## src/rtl/matrix_scan_driver.sv

```systemverilog
// -----------------------------------------------------------------------------
// matrix_scan_driver
//
// Time-multiplexed driver for a 5-column x 7-row LED matrix. Once per frame the
// five column patterns are snapshotted into a shadow register. Each column is
// then preceded by BLANK_CYCLES all-off clocks and lit for DIVIDER clocks.
// Every output is registered. The output registers are loaded from the
// next-state values, so they always describe the state the FSM is currently in.
//
// Parameters
//   DIVIDER        clocks each column is lit per frame (1..65535)
//   BLANK_CYCLES   all-off clocks before each column (0..255)
//   ROW_ACTIVE_LOW 1: a lit row drives 0; 0: a lit row drives 1
//
// Ports
//   clock          system clock, rising edge
//   reset_n        asynchronous active-low reset (release synchronized inside)
//   enable         scan enable; 0 forces the display dark and re-arms LOAD
//   col0..4_data   row pattern per column, bit n = row n, 1 = lit
//   matrix_cols    one-hot active-high column drive (00000 when dark)
//   matrix_rows    row drive, polarity per ROW_ACTIVE_LOW
//   column_index   column lit, or the column about to be lit while blanking
//   frame_done     one-clock pulse on the final lit clock of column 4
// -----------------------------------------------------------------------------
module matrix_scan_driver #(
    parameter int DIVIDER        = 4,
    parameter int BLANK_CYCLES   = 1,
    parameter bit ROW_ACTIVE_LOW = 1'b1
) (
    input  logic       clock,
    input  logic       reset_n,
    input  logic       enable,
    input  logic [6:0] col0_data,
    input  logic [6:0] col1_data,
    input  logic [6:0] col2_data,
    input  logic [6:0] col3_data,
    input  logic [6:0] col4_data,
    output logic [4:0] matrix_cols,
    output logic [6:0] matrix_rows,
    output logic [2:0] column_index,
    output logic       frame_done
);

    typedef enum logic [1:0] {
        ST_LOAD  = 2'd0,
        ST_BLANK = 2'd1,
        ST_SHOW  = 2'd2
    } state_t;

    // Terminal dwell counts; BLANK_LAST is unused when BLANK_CYCLES = 0
    // because BLANK is then never entered.
    localparam logic [15:0] SHOW_LAST  = 16'(DIVIDER - 1);
    localparam logic [15:0] BLANK_LAST = (BLANK_CYCLES == 0) ? 16'd0 : 16'(BLANK_CYCLES - 1);
    localparam logic [6:0]  ROWS_OFF   = ROW_ACTIVE_LOW ? 7'h7F : 7'h00;

    state_t          state_r, state_s;
    logic [2:0]      col_r, col_s;
    logic [15:0]     dwell_r, dwell_s;
    logic [4:0][6:0] shadow_r, shadow_s;
    logic            sync1_r, sync2_r;
    logic            run_s;

    logic [4:0]      cols_r, cols_s;
    logic [6:0]      rows_r, rows_s;
    logic [2:0]      index_r;
    logic            done_r, done_s;
    logic [6:0]      lit_s;

    function automatic logic [4:0] one_hot(input logic [2:0] col);
        logic [4:0] v;
        case (col)
            3'd0:    v = 5'b00001;
            3'd1:    v = 5'b00010;
            3'd2:    v = 5'b00100;
            3'd3:    v = 5'b01000;
            3'd4:    v = 5'b10000;
            default: v = 5'b00000;
        endcase
        return v;
    endfunction

    function automatic logic [6:0] col_pattern(input logic [4:0][6:0] sh, input logic [2:0] col);
        logic [6:0] v;
        case (col)
            3'd0:    v = sh[0];
            3'd1:    v = sh[1];
            3'd2:    v = sh[2];
            3'd3:    v = sh[3];
            3'd4:    v = sh[4];
            default: v = 7'd0;
        endcase
        return v;
    endfunction

    // Reset release synchronizer: assertion is immediate, release takes two edges.
    always_ff @(posedge clock or negedge reset_n) begin
        if (!reset_n) begin
            sync1_r <= 1'b0;
            sync2_r <= 1'b0;
        end else begin
            sync1_r <= 1'b1;
            sync2_r <= sync1_r;
        end
    end

    assign run_s = enable & sync2_r;

    // Next-state logic for FSM, column counter, dwell counter and shadow register.
    always_comb begin
        state_s  = state_r;
        col_s    = col_r;
        dwell_s  = dwell_r;
        shadow_s = shadow_r;
        if (!run_s) begin
            // Disabled (or still leaving reset): park in LOAD so a fresh frame starts.
            state_s = ST_LOAD;
            col_s   = 3'd0;
            dwell_s = 16'd0;
        end else begin
            case (state_r)
                ST_LOAD: begin
                    shadow_s = {col4_data, col3_data, col2_data, col1_data, col0_data};
                    col_s    = 3'd0;
                    dwell_s  = 16'd0;
                    state_s  = (BLANK_CYCLES == 0) ? ST_SHOW : ST_BLANK;
                end
                ST_BLANK: begin
                    if (dwell_r >= BLANK_LAST) begin
                        dwell_s = 16'd0;
                        state_s = ST_SHOW;
                    end else begin
                        dwell_s = dwell_r + 16'd1;
                    end
                end
                ST_SHOW: begin
                    if (dwell_r >= SHOW_LAST) begin
                        dwell_s = 16'd0;
                        if (col_r >= 3'd4) begin
                            col_s   = 3'd0;
                            state_s = ST_LOAD;
                        end else begin
                            col_s   = col_r + 3'd1;
                            state_s = (BLANK_CYCLES == 0) ? ST_SHOW : ST_BLANK;
                        end
                    end else begin
                        dwell_s = dwell_r + 16'd1;
                    end
                end
                default: begin
                    state_s = ST_LOAD;
                    col_s   = 3'd0;
                    dwell_s = 16'd0;
                end
            endcase
        end
    end

    // Output decode from the next state, so registered outputs match the state held.
    always_comb begin
        cols_s = 5'b00000;
        lit_s  = 7'd0;
        done_s = 1'b0;
        if (state_s == ST_SHOW) begin
            cols_s = one_hot(col_s);
            lit_s  = col_pattern(shadow_s, col_s);
            done_s = (col_s == 3'd4) && (dwell_s == SHOW_LAST);
        end else begin
            cols_s = 5'b00000;
            lit_s  = 7'd0;
            done_s = 1'b0;
        end
        rows_s = ROW_ACTIVE_LOW ? ~lit_s : lit_s;
    end

    // State, counters, shadow register and registered outputs.
    always_ff @(posedge clock or negedge reset_n) begin
        if (!reset_n) begin
            state_r  <= ST_LOAD;
            col_r    <= 3'd0;
            dwell_r  <= 16'd0;
            shadow_r <= '0;
            cols_r   <= 5'b00000;
            rows_r   <= ROWS_OFF;
            index_r  <= 3'd0;
            done_r   <= 1'b0;
        end else begin
            state_r  <= state_s;
            col_r    <= col_s;
            dwell_r  <= dwell_s;
            shadow_r <= shadow_s;
            cols_r   <= cols_s;
            rows_r   <= rows_s;
            index_r  <= col_s;
            done_r   <= done_s;
        end
    end

    assign matrix_cols  = cols_r;
    assign matrix_rows  = rows_r;
    assign column_index = index_r;
    assign frame_done   = done_r;

endmodule

```

## config.mk

```make
export PLATFORM = sky130hd
export DESIGN_NAME = matrix_scan_driver
export DESIGN_NICKNAME = d
export VERILOG_FILES = /design/src/rtl/matrix_scan_driver.sv
export SDC_FILE = /design/constraint.sdc
export NUM_CORES = 1
export LEC_CHECK = 0
export ABC_AREA = 1
export BUFFER_PORTS_ARGS = -buffer_cell sky130_fd_sc_hd__buf_4
export CORE_MARGIN = 2
export CORE_UTILIZATION = 38
export DETAILED_ROUTE_END_ITERATION = 10
export HOLD_SLACK_MARGIN = 0.12
export PLACE_DENSITY_LB_ADDON = 0.2
export SYNTH_ARGS = -nofsm -noshare
export SYNTH_HDL_FRONTEND = slang
export SYNTH_SLANG_ARGS = --single-unit
export TNS_END_PERCENT = 30
```

## constraint.sdc

```tcl
create_clock -name clock -period 2.2 [get_ports clock]
set_clock_uncertainty 0.1 [all_clocks]
set_input_delay 0 -clock clock [delete_from_list [all_inputs] [get_ports clock]]
set_output_delay 0 -clock clock [all_outputs]
set_load 0.01 [all_outputs]
```

==> results.sh, run 1 <==
export IMPL_startpoint="state_r[1]"
export IMPL_syn_area_sq_um=3060
export IMPL_yosysUniqueCellTypes=30
export IMPL_seqCellArea_sq_um=1785
export IMPL_core_area_sq_um=7767
export IMPL_synthCells=256
export IMPL_start_kind="flop"
export IMPL_clockRootBuffer="clkbuf_8"
export IMPL_cp_max_fo=8
export IMPL_pwr_density_cell_nw_per_um2=698.8
export IMPL_synth_ff_type="dfrtp_1"
export IMPL_rows=32
export IMPL_cp_slowest_cell="dfrtp_1"
export IMPL_crit_arrival_ns=2.20
export IMPL_synth_top_cell_by_area="dfrtp_1"
export IMPL_max_stage_delay_ns=0.45
export IMPL_fin_crit_sh_pct=92.86
export IMPL_dieWidth_um=93.74
export IMPL_wl_per_cell_um=13.18
export IMPL_reg2reg_setup_slack_ns=0.16
export IMPL_start_util_pct=39.40
export IMPL_seq_area_frac_synth_pct=58.34
export IMPL_wirelength_mm=6.314
export IMPL_rr_endpoint="matrix_rows[0]"
export IMPL_switchingPower_mw=0.6843
export IMPL_crit_end="matrix_rows[0]"
export IMPL_overflow=0
export IMPL_multi_input_area_sq_um=1240
export IMPL_ios=54
export IMPL_port_buffers=53
export IMPL_setup_viol=0
export IMPL_area_growth_synth_to_final_pct=40.39
export IMPL_place_gp_congestion=0.8022
export IMPL_end_kind="flop"
export IMPL_synthTopCellsByCount="64 x dfrtp_1, 35 x mux2_2, 33 x nand2_1, 24 x nand3_1, 15 x nand4_1"
export IMPL_clkPwrFrac_pct=36.7
export IMPL_crit_required_ns=2.36
export IMPL_grt_pass1_vias=2226
export IMPL_hold_ws_ns=0.2109
export IMPL_fmax_ghz=0.4895
export IMPL_rsz0062_at_grt="no"
export IMPL_finalMaxSlewViolations=0
export IMPL_crit_chain="inv_1, ha_1, nand2_1, a21oi_2, nand2_4, buf_6, nand4_1, nand3_1, o21bai_1"
export IMPL_reg2reg_from="state_r[1]"
export IMPL_hpwl_mm=4.196
export IMPL_leakagePower_nw=2.008
export IMPL_worstSetupPathType="flop to flop"
export IMPL_grt_total_usage_pct=15.63
export IMPL_peakVddDrop_uv=416.3
export IMPL_clockBufferDepth=2
export IMPL_finalSetupTns_ns=0
export IMPL_drcViolationCount=0
export IMPL_dieHeight_um=93.74
export IMPL_cts_clk_slew_worst_paths_ns=0.07
export IMPL_layout_drive_gt1_share_pct=38.83
export IMPL_ys_warn_count=0
export IMPL_final_hold_violation_count=0
export IMPL_status="finished clean"
export IMPL_slew_headroom_pct=42.35
export IMPL_first_pass_iters=4
export IMPL_htree_levels=3
export IMPL_async_flop_share_pct=100.0
export IMPL_r2r_cells=9
export IMPL_comb_power_share_pct=13.8
export IMPL_synth_top_cell_area_share_pct=52.33
export IMPL_antenna_found_initial=0
export IMPL_worstMarginPinSlew_ns=0.8647
export IMPL_dieArea_sq_um=8787
export IMPL_synth_edf_count=0
export IMPL_internal_power_mw=2.318
export IMPL_holdCritPathClass="input port to async pin"
export IMPL_cts_tree="built"
export IMPL_fin_nets=416
export IMPL_utilization_pct=55.32
export IMPL_grt_pass1_wl_mm=10.58
export IMPL_postRouteAntennaNets=0
export IMPL_synth_most_common_cell="dfrtp_1"
export IMPL_drt_initial_drc_count=79
export IMPL_numClockSinks=71
export IMPL_avgSynthCellArea_sq_um=11.95
export IMPL_swShare_pct=22.79
export IMPL_drv_cap=0
export IMPL_synth_seq_cells=71
export IMPL_cts_inserted_buffers=9
export IMPL_seqPwrFrac_pct=49.5
export IMPL_clkLatencyLatePin_ns=0.34
export IMPL_fill_cells=688
export IMPL_min_period_ns=2.043
export IMPL_via_count=2172
export IMPL_vias_per_cell=4.534
export IMPL_netlist_top_cells_area="dfrtp_1 52%, mux2_2 13%, dfstp_2 6.0%"
export IMPL_grt_max_degree=72
==> cell usage in the layout (no fill, tap or decap), types with 3 or more instances in the layout <==
| master | Yosys | layout |
|---|---|---|
| ha_1 | 7 | 6 |
| nand4_1 | 15 | 15 |
| dfstp_2 | 7 | 7 |
| a21oi_2 | 3 | 3 |
| mux2_2 | 35 | 35 |
| clkbuf_8 | 0 | 9 |
| buf_4 | 1 | 59 |
| nor2_1 | 11 | 11 |
| conb_1 | 2 | 15 |
| nor4_1 | 3 | 3 |
| nand2_1 | 33 | 33 |
| nand2_4 | 4 | 3 |
| nand3_1 | 24 | 23 |
| o21bai_1 | 8 | 8 |
| nand2_2 | 6 | 5 |
| dlygate4sd3_1 | 0 | 37 |
| inv_1 | 11 | 11 |
| dfrtp_1 | 64 | 64 |
==> sequential cells by signal (all words and copies together), names as in the netlist <==
signal	flops
dwell_r	16
shadow_r	35
column_index	3
sync2_r	1
matrix_rows	7
frame_done	1
matrix_cols	5
sync1_r	1
state_r	2
==> what timing repair did <==
action | 4_1_cts | 5_1_grt
resized for setup | 0 | 10
hold buffers | 37 | 0
setup endpoints to repair | 0 | 8
setup buffers | 0 | 6
endpoints found under the hold margin | 111 | 0
==> logic make-up (layout without fill, tap and decap cells) <==
group                      after synthesis  in the layout  share of synthesized area (%)
other                                    2             16                         0.2454
AOI/OAI and AO/OA                       15             15                          3.720
muxes                                   35             35                          12.88
DFF                                     71             71                          58.34
buffers and inverters                   22            129                          4.088
and+or+nand+nor                        104            104                          17.87
adders and majority gates                7              7                          2.862
==> metal layers <==
metal  GRT usage, %  vias up  share of wire, %
li1               -     1092                 -
met1          21.32     1034                49
met2          23.69       38                46
met3          3.210        8               3.5
met4          7.729        0               2.0
met5              0        -                 0
==> worst max-delay path: cells and delay by family (launching register included) <==
kind                       cells  cell delay (ns)
AOI/OAI and AO/OA              2             0.45
DFF                            1             0.45
and+or+nand+nor                4             0.41
adders and majority gates      1             0.28
buffers and inverters          2             0.26
==> power groups by stage <==
stage                     clock (mW)  combinational, mW  sequential [mW]
after floorplan                    0              0.219             1.50
after global placement             0              0.358             1.51
after detailed placement           0              0.360             1.51
after CTS                       1.14              0.413             1.49
after global routing            1.19              0.459             1.50
final                           1.10              0.413             1.49
==> area by class of cell <==
cell class / instances / share of cell area [%]
Multi-Input combinational cell: 176 / 28.86
Inverter: 14 / 1.456
Clock buffer: 10 / 2.970
Sequential cell: 71 / 41.55
Clock inverter: 6 / 2.009
Timing Repair Buffer: 99 / 20.12
Antenna cell: 1 / 0.05824
Tap cell: 102 / 2.970
==> through the flow <==
step | setup slack, ns | power (mW) | std cells | instance area, sq um
final | 0.1570 | 3.003 | 479 | 4297
after global routing | 0.01521 | 3.154 | 478 | 4294
after CTS | 0.007115 | 3.042 | 472 | 4199
after detailed placement | 0.03612 | 1.873 | 419 | 3615
after global placement | 0.07545 | 1.865 | 419 | 3615
after floorplan | 0.3507 | 1.722 | 269 | 3109
==> how the worst min path moves through the flow <==
stage / end / slack (ns) / cells after the start
floorplan: column_index[0] / -0.40 / 0
finish: dwell_r[15] / 0.21 / 2
global route: sync2_r / 0.26 / 0
CTS: shadow_r[8] / 0.23 / 2
detailed placement: dwell_r[15] / 0.08 / 1
global placement: dwell_r[13] / 0.07 / 1
Power figures use the tool's default switching activity.
==> inputs of run 2 (changes only) <==
Settings changed: SLEW_MARGIN from default to 5.
Clock period 2.2 ns to 1.9 ns, I/O delays scaled along.
==> run 2 against run 1 <==
  * The flow now finishes with violations (setup timing)
  * Die area unchanged
  * Clock-buffer cell count unchanged
  * Non-clock buffer count up 21
  * Critical path depth grew 1
  * Cell count up 4.2%
  * Via count increased by 4.3%
  * Global-route usage is 0.25 points higher
  * Power rose by 14%
  * Register-to-register slack got worse by 0.23 ns
  * Critical endpoint is now matrix_cols[3]
==> results.sh, run 2 (same netlist as run 1, synthesis figures left out) <==
export IMPL_setup_slack_ns=-0.07037
export IMPL_overflow=0
export IMPL_status="finished, violations left"
export IMPL_place_gp_congestion=0.8900
export IMPL_hp_start="sync1_r"
export IMPL_grt_pass1_wl_mm=10.65
export IMPL_grt_pass1_vias=2244
export IMPL_dieWidth_um=93.74
export IMPL_final_hold_violation_count=0
export IMPL_mostFrequentLayoutCells="74 x buf_4, 64 x dfrtp_1, 38 x dlygate4sd3_1"
export IMPL_utilization_pct=58.88
export IMPL_end_kind="flop"
export IMPL_layout_drive_gt1_share_pct=44.84
export IMPL_rsz0062_at_grt="yes"
export IMPL_drcViolationCount=0
export IMPL_worstSetupPathType="flop to flop"
export IMPL_top_register="shadow_r"
export IMPL_antenna_cells=0
export IMPL_cts_tree="built"
export IMPL_cts_inserted_buffers=9
export IMPL_finalMaxSlewViolations=0
export IMPL_drt_initial_drc_count=94
export IMPL_rows=32
export IMPL_leakagePower_nw=2.172
export IMPL_pwr_density_cell_nw_per_um2=748.3
export IMPL_crit_required_ns=2.01
export IMPL_dieHeight_um=93.74
export IMPL_antenna_found_initial=0
export IMPL_via_count=2265
export IMPL_holdCritPathClass="flop to flop"
export IMPL_largest_reg_flops=35
export IMPL_finish_instance_area_sq_um=4573
export IMPL_finalSetupTns_ns=-0.6617
export IMPL_cp_max_fo=5
export IMPL_min_period_ns=1.970
export IMPL_cts_clk_slew_worst_paths_ns=0.07
export IMPL_first_pass_iters=4
export IMPL_clockRootBuffer="clkbuf_8"
export IMPL_peakVddDrop_uv=497.8
export IMPL_grt_total_usage_pct=15.88
export IMPL_wirelength_mm=6.619
export IMPL_grt_max_degree=43
export IMPL_layout_commonest_cell="buf_4"
export IMPL_area_growth_synth_to_final_pct=49.43
export IMPL_ios=54
export IMPL_violations="setup timing"
export IMPL_htree_levels=3
export IMPL_start_util_pct=39.40
export IMPL_place_area_sq_um=3810
export IMPL_core_area_sq_um=7767
export IMPL_numClockSinks=71
export IMPL_crit_arrival_ns=2.08
export IMPL_dieArea_sq_um=8787
export IMPL_startpoint="dwell_r[1]"
export IMPL_setup_viol=12
export IMPL_vias_per_cell=4.539
export IMPL_fin_crit_sh_pct=103.7
export IMPL_wl_per_cell_um=13.26
export IMPL_hpwl_mm=4.520
export IMPL_fill_cells=668
export IMPL_reg2reg_from="dwell_r[1]"
export IMPL_fmax_ghz=0.5075
export IMPL_fin_nets=437
export IMPL_clkLatencyLatePin_ns=0.34
export IMPL_clockBufferDepth=2
export IMPL_port_buffers=53
export IMPL_drv_cap=0
export IMPL_start_kind="flop"
export IMPL_power_total_mw=3.422
export IMPL_postRouteAntennaNets=0
run 2: worst paths after layout:
path	endpoint	depth (start not counted)	slack, ns
max in group asynchronous	matrix_rows[2]	4	0.82
min in group asynchronous	state_r[1]	4	0.58
max	matrix_cols[3]	10	-0.07
min reg2reg	sync2_r	0	0.25
max reg2reg	matrix_cols[3]	10	-0.07
min	sync2_r	0	0.25
run 2: per-layer routing:
layer,part of all wire (%),up-vias,track usage [%]
li1,-,1131,-
met1,47,1070,22.00
met2,46,56,23.99
met3,4.1,8,2.809
met4,1.9,0,7.971
met5,0,-,0
run 2: stage by stage:
step	setup slack, ns	std cells	hold slack, ns
after floorplan	0.05065	269	-0.3956
after global placement	-0.2121	440	-0.1466
after detailed placement	-0.1989	440	-0.1416
after CTS	-0.07980	498	0.2551
after global routing	-0.1759	499	0.2831
final	-0.07037	499	0.2514
run 2: what timing repair did:
action	CTS	global route
buffers inserted	3	1
setup endpoints to repair	13	14
gates resized for setup	10	18
hold buffers	39	0
hold endpoints to repair	116	0
pin swaps	6	7
run 2: worst max-delay path: stages, from the launching register on:
cell and delay, ns:
dfrtp_1 0.38, ha_2 0.19, inv_2 0.05, nand2_2 0.05
nor2_4 0.15, nand2_4 0.09, nor2_1 0.14, nand2_1 0.11
a21oi_4 0.19, o21ai_4 0.11, nor4_1 0.28
run 2: cell type report:
cell class	instances	area [sq um]	share of cell area, %
clock inverters	6	60.06	1.313
repair buffers	120	1079	23.58
well taps	102	127.6	2.791
flip-flops and latches	71	1785	39.04
clock buffers	10	137.6	3.010
multi-input cells	176	1321	28.89
inverters	14	62.56	1.368
run 2: power by group:
part	internal (mW)	total [mW]	switching, mW
clock	0.634	1.18	0.546
sequential	1.68	1.72	0.0394
combinational	0.292	0.521	0.230
==> inputs of run 3 (changes only) <==
Settings changed: ABC_AREA 1 to default, CORE_MARGIN 2 to 10.
==> run 3 against run 2 <==
  * The flow still finishes with violations (setup timing)
  * Clock-buffer cell count is 4 higher
  * Maximum frequency is 19% lower
  * Hold slack worse by 0.0026 ns
  * Critical endpoint is now matrix_rows[1]
  * Largest cell class unchanged
==> results.sh, run 3 <==
export IMPL_status="finished, violations left"
export IMPL_violations="setup timing"
export IMPL_dieArea_sq_um=12270
export IMPL_antenna_cells=0
export IMPL_peakVddDrop_uv=468.5
export IMPL_synthCells=230
export IMPL_wirelength_mm=7.485
export IMPL_rows=33
export IMPL_finalSetupTns_ns=-6.345
export IMPL_synth_top_cell_area_share_pct=51.16
export IMPL_netlist_top_cells_area="dfrtp_1 51%, mux2_2 12%, dfstp_2 5.9%"
export IMPL_clkLatencyLatePin_ns=0.33
export IMPL_cts_clk_slew_worst_paths_ns=0.07
export IMPL_top_register="shadow_r"
export IMPL_first_pass_iters=5
export IMPL_vias_per_cell=4.732
export IMPL_setup_slack_ns=-0.5310
export IMPL_cp_max_fo=4
export IMPL_fin_nets=429
export IMPL_reg2reg_setup_slack_ns=-0.53
export IMPL_holdCritPathClass="flop to flop"
export IMPL_synth_ff_type="dfrtp_1"
export IMPL_largest_reg_flops=35
export IMPL_finish_instance_area_sq_um=4750
export IMPL_leakagePower_nw=2.159
export IMPL_hpwl_mm=5.430
export IMPL_layout_commonest_cell="buf_4"
export IMPL_cts_inserted_buffers=9
export IMPL_crit_arrival_ns=2.58
export IMPL_antenna_found_initial=0
export IMPL_port_buffers=53
export IMPL_crit_chain="nor4_4, nand4_1, buf_4, or3_4, a21oi_2, nand2b_1, buf_6, a311o_1"
export IMPL_grt_pass1_wl_mm=12.92
export IMPL_ys_warn_count=0
export IMPL_grt_total_usage_pct=12.63
export IMPL_dieWidth_um=110.8
export IMPL_cts_tree="built"
export IMPL_multi_input_area_sq_um=1444
export IMPL_fmax_ghz=0.4114
export IMPL_start_util_pct=38.49
export IMPL_cp_slowest_cell="dfrtp_1"
export IMPL_synth_xor_xnor_area_share_pct=0.2798
export IMPL_layout_drive_gt1_share_pct=47.42
export IMPL_final_hold_violation_count=0
export IMPL_end_kind="flop"
export IMPL_synth_seq_cells=71
export IMPL_dieHeight_um=110.8
export IMPL_synthTopCellsByCount="64 x dfrtp_1, 34 x mux2_2, 9 x inv_1, 9 x nand2_1"
export IMPL_clockRootBuffer="clkbuf_8"
export IMPL_path_delay_family="simple AND/OR/NAND/NOR gates"
export IMPL_drv_cap=0
export IMPL_clockBufferDepth=2
export IMPL_start_kind="flop"
export IMPL_synth_top_family_by_area="simple AND/OR/NAND/NOR gates"
export IMPL_routed_top_layer="met4"
export IMPL_finalMaxSlewViolations=0
export IMPL_synth_fa_ha_area_share_pct=2.798
export IMPL_wl_per_cell_um=15.18
export IMPL_wirelength_met1_mm=3.404
export IMPL_fin_crit_sh_pct=127.9
export IMPL_synth_top_cell_by_area="dfrtp_1"
export IMPL_pwr_density_cell_nw_per_um2=714.8
export IMPL_numClockSinks=71
export IMPL_max_stage_delay_ns=0.40
export IMPL_avgSynthCellArea_sq_um=13.61
export IMPL_seqCellArea_sq_um=1785
export IMPL_yosysUniqueCellTypes=50
export IMPL_ios=54
export IMPL_area_growth_synth_to_final_pct=51.72
export IMPL_grt_pass1_vias=2643
export IMPL_core_area_sq_um=8134
export IMPL_fill_cells=643
export IMPL_route_met3_wl_um=366
export IMPL_seq_area_frac_synth_pct=57.03
export IMPL_synth_most_common_cell="dfrtp_1"
export IMPL_place_gp_congestion=0.8119
export IMPL_grt_max_degree=72
export IMPL_drcViolationCount=0
export IMPL_worstSetupPathType="flop to flop"
export IMPL_synth_compound_area_share_pct=9.073
export IMPL_htree_levels=3
export IMPL_overflow=0
export IMPL_synthMuxAreaShare_pct=13.83
export IMPL_mostFrequentLayoutCells="90 x buf_4, 64 x dfrtp_1, 38 x dlygate4sd3_1"
export IMPL_min_period_ns=2.431
export IMPL_async_flop_share_pct=100.0
export IMPL_rsz0062_at_grt="yes"
export IMPL_drt_initial_drc_count=84
export IMPL_syn_area_sq_um=3131
export IMPL_setup_viol=16
export IMPL_crit_buf_inv=2
export IMPL_postRouteAntennaNets=0
export IMPL_crit_required_ns=2.05
export IMPL_via_count=2333
export IMPL_met2WireLength_mm=3.590
export IMPL_place_area_sq_um=4041
export IMPL_synth_simple_area_share_pct=13.83
export IMPL_synth_edf_count=0
-- run 3: cell types whose count changed in the layout (fill, tap and decap cells not counted), sizes merged, moves of 6 or more --
| cell | change |
|---|---|
| buf | +16 |
| o21bai | -8 |
| nor2 | -7 |
| nand3 | -20 |
| nand2b | +6 |
| nor2b | +8 |
| nand2 | -33 |
| nand4 | -9 |
-- run 3: cells by family (layout without fill, tap and decap cells) --
group | Yosys count | after routing
AOI/OAI and AO/OA | 30 | 30
xor gates and xnor gates | 1 | 1
adders and majority gates | 7 | 7
buffers and inverters | 16 | 160
DFF | 71 | 71
muxes | 39 | 39
other | 2 | 15
and+or+nand+nor | 64 | 65
-- run 3: final cells by class --
cell class / instances / share of cell area (%)
timing repair buffer: 136 / 24.68
clock inverter: 1 / 0.6322
sequential: 71 / 37.59
multi-input combinational: 157 / 30.40
inverter: 9 / 0.7113
tap: 105 / 2.766
clock buffer: 14 / 3.214
-- run 3: worst register-to-register path, cell delays in order, from the launching register on --
cell and delay, ns:
dfrtp_1 0.40, nor4_4 0.38, nand4_1 0.23, buf_4 0.21, or3_4 0.32, a21oi_2 0.16
nand2b_1 0.11, buf_6 0.15, a311o_1 0.27
-- run 3: where the power goes --
| part | switching, mW | leakage [nW] | internal, mW |
|---|---|---|---|
| sequential | 0.0509 | 0.852 | 1.68 |
| clock | 0.509 | 0.0908 | 0.638 |
| combinational | 0.213 | 1.22 | 0.307 |
| total | 0.773 | 2.16 | 2.62 |
-- run 3: routing by layer --
metal	global-route usage (%)	vias to the layer above
li1	-	1131
met1	15.78	1133
met2	20.20	57
met3	3.517	12
met4	4.861	0
met5	0	-
-- run 3: per-stage QoR --
step,util [%],hold slack (ns),std cells,power [mW],setup WS (ns)
floorplan,-,-0.3956,243,2.014,-0.4315
global placement,49.68,-0.05868,431,2.192,-0.5913
detailed placement,49.68,-0.05667,431,2.204,-0.5392
CTS,57.76,0.2509,492,3.433,-0.5078
global route,58.39,0.2761,493,3.560,-0.6353
finish,58.39,0.2487,493,3.395,-0.5310
-- run 3: path summary, 6_finish.rpt --
| path | from | endpoint | depth (start not counted) |
|---|---|---|---|
| worst max-delay path | dwell_r[7] | matrix_rows[1] | 8 |
| worst min-delay path | sync1_r | sync2_r | 0 |
| worst max register to register | dwell_r[7] | matrix_rows[1] | 8 |
| worst min register to register | sync1_r | sync2_r | 0 |
| max in group asynchronous | reset_n | matrix_rows[1] | 4 |
| min in group asynchronous | reset_n | frame_done | 4 |
-- run 3: repair_timing --
item | CTS | global route
setup endpoints to repair | 16 | 19
gates cloned | 1 | 0
resized for setup | 8 | 8
hold buffers | 38 | 0
hold endpoints to repair | 115 | 0
pin swaps | 11 | 6
buffers inserted | 7 | 1
